### src/rtl/noun_loader.sv
// Postorder token-stream noun builder: pushes atoms, allocates one memory cell per CONS, reports the root.
// Optional NOUN_LOADER_CELL_COUNT_EN adds a saturating cell_count output.
`ifndef MEMORY_DATA_WIDTH
`define MEMORY_DATA_WIDTH 64
`endif
`ifndef MEMORY_ADDR_WIDTH
`define MEMORY_ADDR_WIDTH 16
`endif

module noun_loader #(
    parameter int STACK_DEPTH = 16
) (
    input  logic                            clk,
    input  logic                            rst,
    input  logic                            start,
    input  logic                            tok_valid,
    output logic                            tok_ready,
    input  logic                            tok_is_cons,
    input  logic [(`MEMORY_DATA_WIDTH-4)/2-1:0] tok_atom,
    input  logic                            tok_last,
    input  logic                            mem_ready,
    output logic                            mem_execute,
    output logic [1:0]                      mem_func,
    output logic [`MEMORY_ADDR_WIDTH-1:0]   address,
    output logic [`MEMORY_DATA_WIDTH-1:0]   write_data,
    input  logic [`MEMORY_ADDR_WIDTH-1:0]   free_addr,
    output logic                            mux_controller,
    output logic [`MEMORY_ADDR_WIDTH-1:0]   root_addr,
    output logic                            finished,
    output logic                            error,
`ifdef NOUN_LOADER_CELL_COUNT_EN
    output logic [`MEMORY_ADDR_WIDTH-1:0]   cell_count,
`endif
    output logic [1:0]                      error_code
);

    localparam int AW  = `MEMORY_ADDR_WIDTH;
    localparam int DW  = `MEMORY_DATA_WIDTH;
    localparam int F   = (DW - 4) / 2;
    localparam int SW  = (STACK_DEPTH > 1) ? $clog2(STACK_DEPTH) : 1;
    localparam int DPW = $clog2(STACK_DEPTH + 1);

    typedef enum logic [2:0] {
        S_IDLE,
        S_ACCEPT,
        S_ALLOC_REQ,
        S_ALLOC_WAIT,
        S_CHECK,
        S_DONE,
        S_ERROR
    } state_t;

    state_t          state_q, state_d;
    logic [DPW-1:0]  depth_q, depth_d;
    logic [DW-1:0]   word_q, word_d;
    logic            last_q, last_d;
    logic            seen_busy_q, seen_busy_d;
    logic [AW-1:0]   root_q, root_d;
    logic [1:0]      code_q, code_d;
`ifdef NOUN_LOADER_CELL_COUNT_EN
    logic [AW-1:0]   cnt_q, cnt_d;
`endif

    // Stack entry: {is_atom, value}; top lives at index depth-1.
    logic [F:0]      stack_q [STACK_DEPTH];
    logic            push_en;
    logic [F:0]      push_val;
    logic [SW-1:0]   push_idx, top_idx, next_idx;
    logic [F:0]      top_e, next_e;

    assign push_idx = SW'(depth_q);
    assign top_idx  = SW'(depth_q - DPW'(1));
    assign next_idx = SW'(depth_q - DPW'(2));
    assign top_e    = stack_q[top_idx];
    assign next_e   = stack_q[next_idx];

    always_ff @(posedge clk) begin
        if (rst) begin
            state_q     <= S_IDLE;
            depth_q     <= '0;
            word_q      <= '0;
            last_q      <= 1'b0;
            seen_busy_q <= 1'b0;
            root_q      <= '0;
            code_q      <= '0;
`ifdef NOUN_LOADER_CELL_COUNT_EN
            cnt_q       <= '0;
`endif
        end else begin
            state_q     <= state_d;
            depth_q     <= depth_d;
            word_q      <= word_d;
            last_q      <= last_d;
            seen_busy_q <= seen_busy_d;
            root_q      <= root_d;
            code_q      <= code_d;
`ifdef NOUN_LOADER_CELL_COUNT_EN
            cnt_q       <= cnt_d;
`endif
        end
    end

    always_ff @(posedge clk) begin
        if (push_en) begin
            stack_q[push_idx] <= push_val;
        end
    end

    always_comb begin
        state_d     = state_q;
        depth_d     = depth_q;
        word_d      = word_q;
        last_d      = last_q;
        seen_busy_d = seen_busy_q;
        root_d      = root_q;
        code_d      = code_q;
        push_en     = 1'b0;
        push_val    = '0;
`ifdef NOUN_LOADER_CELL_COUNT_EN
        cnt_d       = cnt_q;
`endif
        case (state_q)
            S_IDLE, S_DONE, S_ERROR: begin
                if (start) begin
                    state_d = S_ACCEPT;
                    depth_d = '0;
                    code_d  = '0;
                    root_d  = '0;
`ifdef NOUN_LOADER_CELL_COUNT_EN
                    cnt_d   = '0;
`endif
                end
            end
            S_ACCEPT: begin
                if (tok_valid) begin
                    if (!tok_is_cons) begin
                        if (depth_q == DPW'(STACK_DEPTH)) begin
                            state_d = S_ERROR;
                            code_d  = 2'd2;
                        end else begin
                            push_en  = 1'b1;
                            push_val = {1'b1, tok_atom};
                            depth_d  = depth_q + DPW'(1);
                            if (tok_last) begin
                                state_d = S_CHECK;
                            end
                        end
                    end else if (depth_q < DPW'(2)) begin
                        state_d = S_ERROR;
                        code_d  = 2'd1;
                    end else begin
                        // next_e is hed, top_e is tel.
                        word_d  = DW'({2'b00, next_e[F], top_e[F], next_e[F-1:0], top_e[F-1:0]});
                        depth_d = depth_q - DPW'(2);
                        last_d  = tok_last;
                        state_d = S_ALLOC_REQ;
                    end
                end
            end
            S_ALLOC_REQ: begin
                if (mem_ready) begin
                    seen_busy_d = 1'b0;
                    state_d     = S_ALLOC_WAIT;
                end
            end
            S_ALLOC_WAIT: begin
                if (!mem_ready) begin
                    seen_busy_d = 1'b1;
                end else if (seen_busy_q) begin
                    push_en  = 1'b1;
                    push_val = {1'b0, F'(free_addr)};
                    depth_d  = depth_q + DPW'(1);
                    state_d  = last_q ? S_CHECK : S_ACCEPT;
`ifdef NOUN_LOADER_CELL_COUNT_EN
                    if (cnt_q != '1) begin
                        cnt_d = cnt_q + AW'(1);
                    end
`endif
                end
            end
            S_CHECK: begin
                if (depth_q == DPW'(1) && !top_e[F]) begin
                    state_d = S_DONE;
                    root_d  = AW'(top_e[F-1:0]);
                end else begin
                    state_d = S_ERROR;
                    code_d  = 2'd3;
                end
            end
            default: state_d = S_IDLE;
        endcase
    end

    assign tok_ready      = (state_q == S_ACCEPT);
    assign mem_execute    = (state_q == S_ALLOC_REQ) && mem_ready;
    assign mux_controller = (state_q == S_ACCEPT) || (state_q == S_ALLOC_REQ) ||
                            (state_q == S_ALLOC_WAIT) || (state_q == S_CHECK);
    assign mem_func       = mux_controller ? 2'b11 : 2'b00;
    assign address        = '0;
    assign write_data     = word_q;
    assign root_addr      = root_q;
    assign finished       = (state_q == S_DONE) || (state_q == S_ERROR);
    assign error          = (state_q == S_ERROR);
    assign error_code     = code_q;
`ifdef NOUN_LOADER_CELL_COUNT_EN
    assign cell_count     = cnt_q;
`endif

endmodule

### config.mk
export PLATFORM = sky130hd
export DESIGN_NAME = noun_loader
export DESIGN_NICKNAME = d
export VERILOG_FILES = /design/src/rtl/noun_loader.sv
export SDC_FILE = /design/constraint.sdc
export NUM_CORES = 1
export LEC_CHECK = 0
export BUFFER_PORTS_ARGS = -buffer_cell sky130_fd_sc_hd__buf_2
export CORE_ASPECT_RATIO = 0.7
export CORE_MARGIN = 3
export CORE_UTILIZATION = 44
export CTS_CLUSTER_DIAMETER = 60
export DETAILED_ROUTE_END_ITERATION = 7
export PLACE_DENSITY = 0.7
export REMOVE_ABC_BUFFERS = 1
export SLEW_MARGIN = 20
export SYNTH_ARGS = -nofsm -noshare
export SYNTH_HDL_FRONTEND = slang
export SYNTH_SLANG_ARGS = --single-unit
### constraint.sdc
create_clock -name clk -period 5.28 [get_ports clk]
set_clock_uncertainty 0.1 [all_clocks]
set_input_delay 0.264 -clock clk [delete_from_list [all_inputs] [get_ports clk]]
set_output_delay 0.264 -clock clk [all_outputs]
set_load 0.02 [all_outputs]
# Yosys cells after proc, flatten, opt, wreduce, memory -nomap -nowiden
# Memory sizes are Yosys's and may differ from the RTL's. A register that Yosys moved wholly into a read port is not among the register bits.
# Cells that the tools add are included.
# W data, S select, Z words.
dict set report word_totals {
  reg_bits 90
  latch_bits 0
  ramBits 496
  rom_bits 0
  input_bits 53
  output_inout_bits 105
  word_cells 101
  memories 1
}
# memory words width read_ports rd_ports_with_merged_regs wr line
set mem_list {}
lappend mem_list {stack_q 16 31 2 1 1 65} ;# logic [F:0] stack_q [STACK_DEPTH];
dict set report classes {
  add_sub_neg 3
  multipliers 0
  div_mod_pow 0
  n_lt_le_gt_ge 1
  n_eq_ne 21
  shifts 0
  mux 48
  bitwise_logic 1
  n_reduce_logical 19
}
# cell n
set op_table {}
lappend op_table {{$mux W31} 3}
lappend op_table {{$mux W16} 4}
lappend op_table {{$pmux W31 S2} 1}
lappend op_table {{$mux W5} 7}
lappend op_table {{$pmux W16 S2} 1}
lappend op_table {{$mux W3} 10}
lappend op_table {{$mux W2} 8}
lappend op_table {{$ne A2 B2 Y1 const B} 8}
lappend op_table {{$pmux W3 S5} 1}
lappend op_table {{$pmux W5 S3} 1}
lappend op_table {{$reduce_and A6 Y1} 2}
lappend op_table {{$eq A3 B3 Y1 const B} 3}
lappend op_table {{$mux W1} 9}
lappend op_table {{$reduce_and A7 Y1} 1}
lappend op_table {{$eq A3 B2 Y1 const B} 2}
lappend op_table {{$ne A3 B3 Y1 const B} 2}
lappend op_table {{$pmux W2 S3} 1}
lappend op_table {{$reduce_and A3 Y1} 2}
lappend op_table {{$reduce_bool A3 Y1} 2}
lappend op_table {{$add A5 B1 Y5 const B} 1}
lappend op_table {{$eq A5 B1 Y1 const B} 1}
lappend op_table {{$eq A5 B5 Y1 const B} 1}
lappend op_table {{$lt A5 B2 Y1 const B} 1}
lappend op_table {{$sub A5 B2 Y5 const B} 1}
lappend op_table {{other kinds (14)} 20}

# Longest topological paths before layout
dict set report logic_depth {
  ltp_word 7
  depth_mapped 13
  mapped_depth_nobuf 8
}

# Worst setup path before layout
# No wires, ideal clock.
dict set report synth_path {
  path_type {reg2reg}
  from {register depth_q[1]}
  to {memory stack_q[12][0] (netlist bit) (enable)}
  setup_ps 419
  arrival_time_ps 3643
  required_time_ps 4761
  path_slack_ps 1118
  stages_incl_launch_ff 11
  path_buffers 3
  period_less_slack_ps 4162
  cell_sequence {dfxtp_1 clkbuf_1 clkbuf_1 inv_1 ha_1 a31oi_1 and3_1 clkbuf_1 or2_2 nand2_1 nor2_1}
}
dict set report synth_between {
  elab_chain_len 7
}
# element line
set synth_lines {}
lappend synth_lines {{start: declaration} 54} ;# logic [DPW-1:0] depth_q, depth_d;
lappend synth_lines {{start signal: assignment} 91} ;# depth_q <= depth_d;
lappend synth_lines {{$eq A5 B5 Y1} 137} ;# if (depth_q == DPW'(STACK_DEPTH)) begin
lappend synth_lines {{$mux W1} 137}
lappend synth_lines {{$mux W1} 136} ;# if (!tok_is_cons) begin
lappend synth_lines {{$mux W1} 135} ;# if (tok_valid) begin
lappend synth_lines {{$pmux W1 S2} 122} ;# case (state_q)
lappend synth_lines {{$mux W1} 104} ;# if (push_en) begin
lappend synth_lines {{$mux W1 (implied by the code)} 105} ;# stack_q[push_idx] <= push_val;
lappend synth_lines {{end: declaration} 65}
# Parallel ways exist; a longest one is shown, timed or not.

# Worst setup path after layout
dict set report layout_path {
  from {register depth_q[1]}
  to {memory stack_q[15][29] (netlist bit) (enable)}
}
# The elaborated chain is that of the path after synthesis.

==> flow_summary_export.csv <==
group,metric,value,unit
timing,clock.fmax,0.252,GHz
timing,hold_ws,134,ps
setup_path,cp-end-kind,"flip-flop",
floorplanning,die_area,63200,µm²
clock_tree,clockBufferDepth,3,
grt,grt_pass1_wl,98500,µm
synth,synth.distinct_cells,51,
min_path,worstHoldPathCells,3,
timing,finalCritPeriodShare,75.2,%
clock_tree,post_cts_buffers,0,
timing,final.min_clock_period,3970,ps
grt,grt_usage,21.1,%
synth,ys_ff_latch,586,
clock_tree,cts_resized,0,
setup_path,reg2reg_setup_slack,1310,ps
clock_tree,cts_made_buffers,55,
power,net-switching-power,2.90,mW
setup_path,cp-start-kind,"flip-flop",
setup_path,r2r-start,"depth_q[1]",
clock_tree,ctsHoldBuffers,3,
outcome,status,"finished, final reports clean",
timing,finalSetupTns,0,ps
cells_and_area,final_net_count,1595,
synth,avgSynthCellArea,18.8,µm²
synth,yosys_most_used_dff,"edfxtp_1",
cells_and_area,post-route-util,50.9,%
setup_path,crit_fanout,41,
timing,final_max_slew_viol_count,0,
power,vdd_drop_max,254,µV
timing,rsz0062_at_grt,"false",
clock_tree,htreeDepth,2,
cells_and_area,areaGrowthSynthToFinish,13.2,%
setup_path,worstPathArrival,4150,ps
cells_and_area,antenna_cells,0,
clock_tree,clk_pin_slew,60,ps
power,pwr-share-clk,35.1,%
min_path,hold_end,"error_code[0]",
timing,finalSetupViolations,0,
setup_path,slowest_delay,720,ps
synth,yosys_warnings,0,
setup_path,crit_chain,"inv_1, ha_4, a31oi_1, and3_2, buf_4, nor2_1, nor2_4, buf_12",
floorplanning,start_util,44.9,%
route,viasPerCell,6.18,
synth,synth_edf_count,496,
route,drc_errors,0,
clock_tree,cts_tree,"built",
route,drtIter0Drc,1696,
power,p_comb_share,18.3,%
cells_and_area,drive_above_1_share,38.3,%
grt,grt_overflow,0,
place,gp_congestion,0.825,
grt,grt_max_degree,138,
route,vias,14698,
cells_and_area,fillerInstances,4716,
min_path,hp-class,"in -> reg",
power,finalPower,11.1,mW
route,wl_per_cell,27.9,µm
grt,grt_pass1_vias,14817,
synth,syn_inst,1404,
synth,syn_area,26500,µm²
floorplanning,num_rows,74,
timing,relSlewSlack,32.5,%
power,leakage,9.33,nW
synth,synth_top_area_share,56.3,%
setup_path,path_buf_inv,3,
place,io_buffer_count,139,
setup_path,worstReg2RegEnd,"stack_q[15][29]",
power,seq_power_share,46.5,%
timing,worst_slew_pin_slew,1010,ps
synth,synth-seq-area-share,63.1,%
synth,yosysTopAreaCell,"edfxtp_1",
setup_path,slowest_stage,"dfxtp_4",
clock_tree,clock-root-buffer,"clkbuf_16",
min_path,hold_start,"tok_is_cons",
route,routed_wirelength,66300,µm
timing,hold_viol,0,
route,antenna_left,0,
run,maxCapViolations,0,
power,p_sw_share,26.1,%
place,hpwl,38900,µm
floorplanning,ios,158,
setup_path,cpLargestDelayFamily,"buffers and inverters",
grt,antenna_found_initial,3,
clock_tree,cts_sinks,586,
setup_path,r2r_cells,8,
route,first_pass_iters,5,
floorplanning,die_y,211,µm
setup_path,critPathKind,"reg -> reg",
clock_tree,insertion_delay,600,ps
synth,yosys-top-cells-area,"edfxtp_1 56%, mux4_2 26%, dfxtp_1 6.8%",
power,cell_internal_pwr,8.23,mW
floorplanning,core,58900,µm²
setup_path,cp_data_required_time,5460,ps
synth,async_reset_ff_share,0,%
floorplanning,die_x,299,µm
power,power.density,372,nW/µm²
area by class of cell:
cell class	instances	area [µm²]	share of cell area, %
Clock buffer	67	1460	4.88
Tap cell	798	998	3.33
Sequential cell	586	16700	55.7
Timing Repair Buffer	180	1180	3.93
Multi-Input combinational cell	701	9270	30.9
Clock inverter	36	313	1.04
Inverter	11	41.3	0.138
per-layer routing:
metal / global-route usage (%) / vias up / wire [µm]
met1: 31.4 / 7760 / 28100
met2: 32.2 / 789 / 30600
li1: - / 6065 / -
met3: 4.99 / 82 / 6450
met4: 4.06 / 2 / 1170
met5: 0 / - / 13
worst max path at each step:
stage | cells after the start | slack (ps) | end | from
after floorplan | 7 | -10150 | root_addr[0] | depth_q[0]
after global placement | 8 | 1450 | stack_q[15][29] | depth_q[1]
after detailed placement | 8 | 1290 | stack_q[15][18] | depth_q[1]
after CTS | 8 | 1270 | stack_q[15][5] | depth_q[1]
after global routing | 8 | 1110 | stack_q[15][5] | depth_q[1]
final | 8 | 1310 | stack_q[15][29] | depth_q[1]
cells in the final DEF (no fill, tap or decap), types with 3 or more instances in the layout:
cell / synthesis / final
mux4_2: 309 / 309
inv_1: 11 / 11
clkbuf_16: 0 / 55
nor2_4: 0 / 18
a22o_1: 32 / 32
ha_1: 7 / 5
buf_2: 36 / 138
a22oi_1: 4 / 4
clkinvlp_4: 0 / 4
buf_4: 31 / 26
buf_12: 0 / 13
clkbuf_8: 0 / 4
dlygate4sd3_1: 0 / 3
clkinv_8: 0 / 3
and2_1: 15 / 15
clkinv_1: 0 / 12
dfxtp_1: 90 / 88
bufinv_16: 0 / 4
nand3_1: 4 / 4
nand2_1: 139 / 139
clkinv_2: 0 / 11
mux2i_1: 3 / 3
a21oi_1: 67 / 67
edfxtp_1: 496 / 496
nor2_1: 36 / 18
conb_1: 1 / 18
nor3_1: 4 / 4
o21ai_0: 12 / 12
nand2b_1: 9 / 9
clkbuf_1: 44 / 8
o211ai_1: 3 / 3
cells by family (layout without fill, tap and decap cells):
group | after synthesis | count (layout) | synth area share, %
fa+ha+maj | 8 | 8 | 0.369
compound gates | 138 | 138 | 3.42
buf+inv | 134 | 294 | 2.79
flops | 586 | 586 | 63.1
mux | 314 | 314 | 26.5
xor+xnor | 5 | 5 | 0.265
other cells | 1 | 18 | 0.0142
simple gates | 218 | 218 | 3.53
tightest hold or removal path, cell delays in order:
cell      delay, ps
buf_2           150
nand2_1         230
a221oi_1        110
metrics by stage:
step	setup WS, ps	instance area (µm²)	std cells
after global routing	1110	30000	2379
after detailed placement	1290	28200	2273
final	1310	30000	2379
after global placement	1450	28200	2273
after floorplan	-10150	25800	1298
after CTS	1270	30000	2379
state kept, by name, indices dropped and copies added (netlist names):
name,count
depth_q,5
state_q,3
root_addr,16
write_data,62
last_q,1
stack_q,496
seen_busy_q,1
error_code,2
cell usage after synthesis, types with 7 or more instances:
cell type,count
ha_1,7
a21oi_1,67
nor2_1,36
a22o_1,32
buf_4,31
mux4_2,309
clkbuf_1,44
nand2b_1,9
dfxtp_1,90
inv_1,11
nand2_1,139
edfxtp_1,496
and2_1,15
buf_6,10
buf_2,36
o21ai_0,12
power groups by stage:
stage | clock network (mW) | logic, mW | registers, mW
after floorplan | 0 | 1.64 | 5.37
after global placement | 0 | 2.02 | 5.27
after detailed placement | 0 | 2.05 | 5.28
after CTS | 3.97 | 2.06 | 5.18
after global routing | 4.16 | 2.18 | 5.19
final | 3.91 | 2.04 | 5.18
No activity file was read; power rests on OpenSTA's default activity.
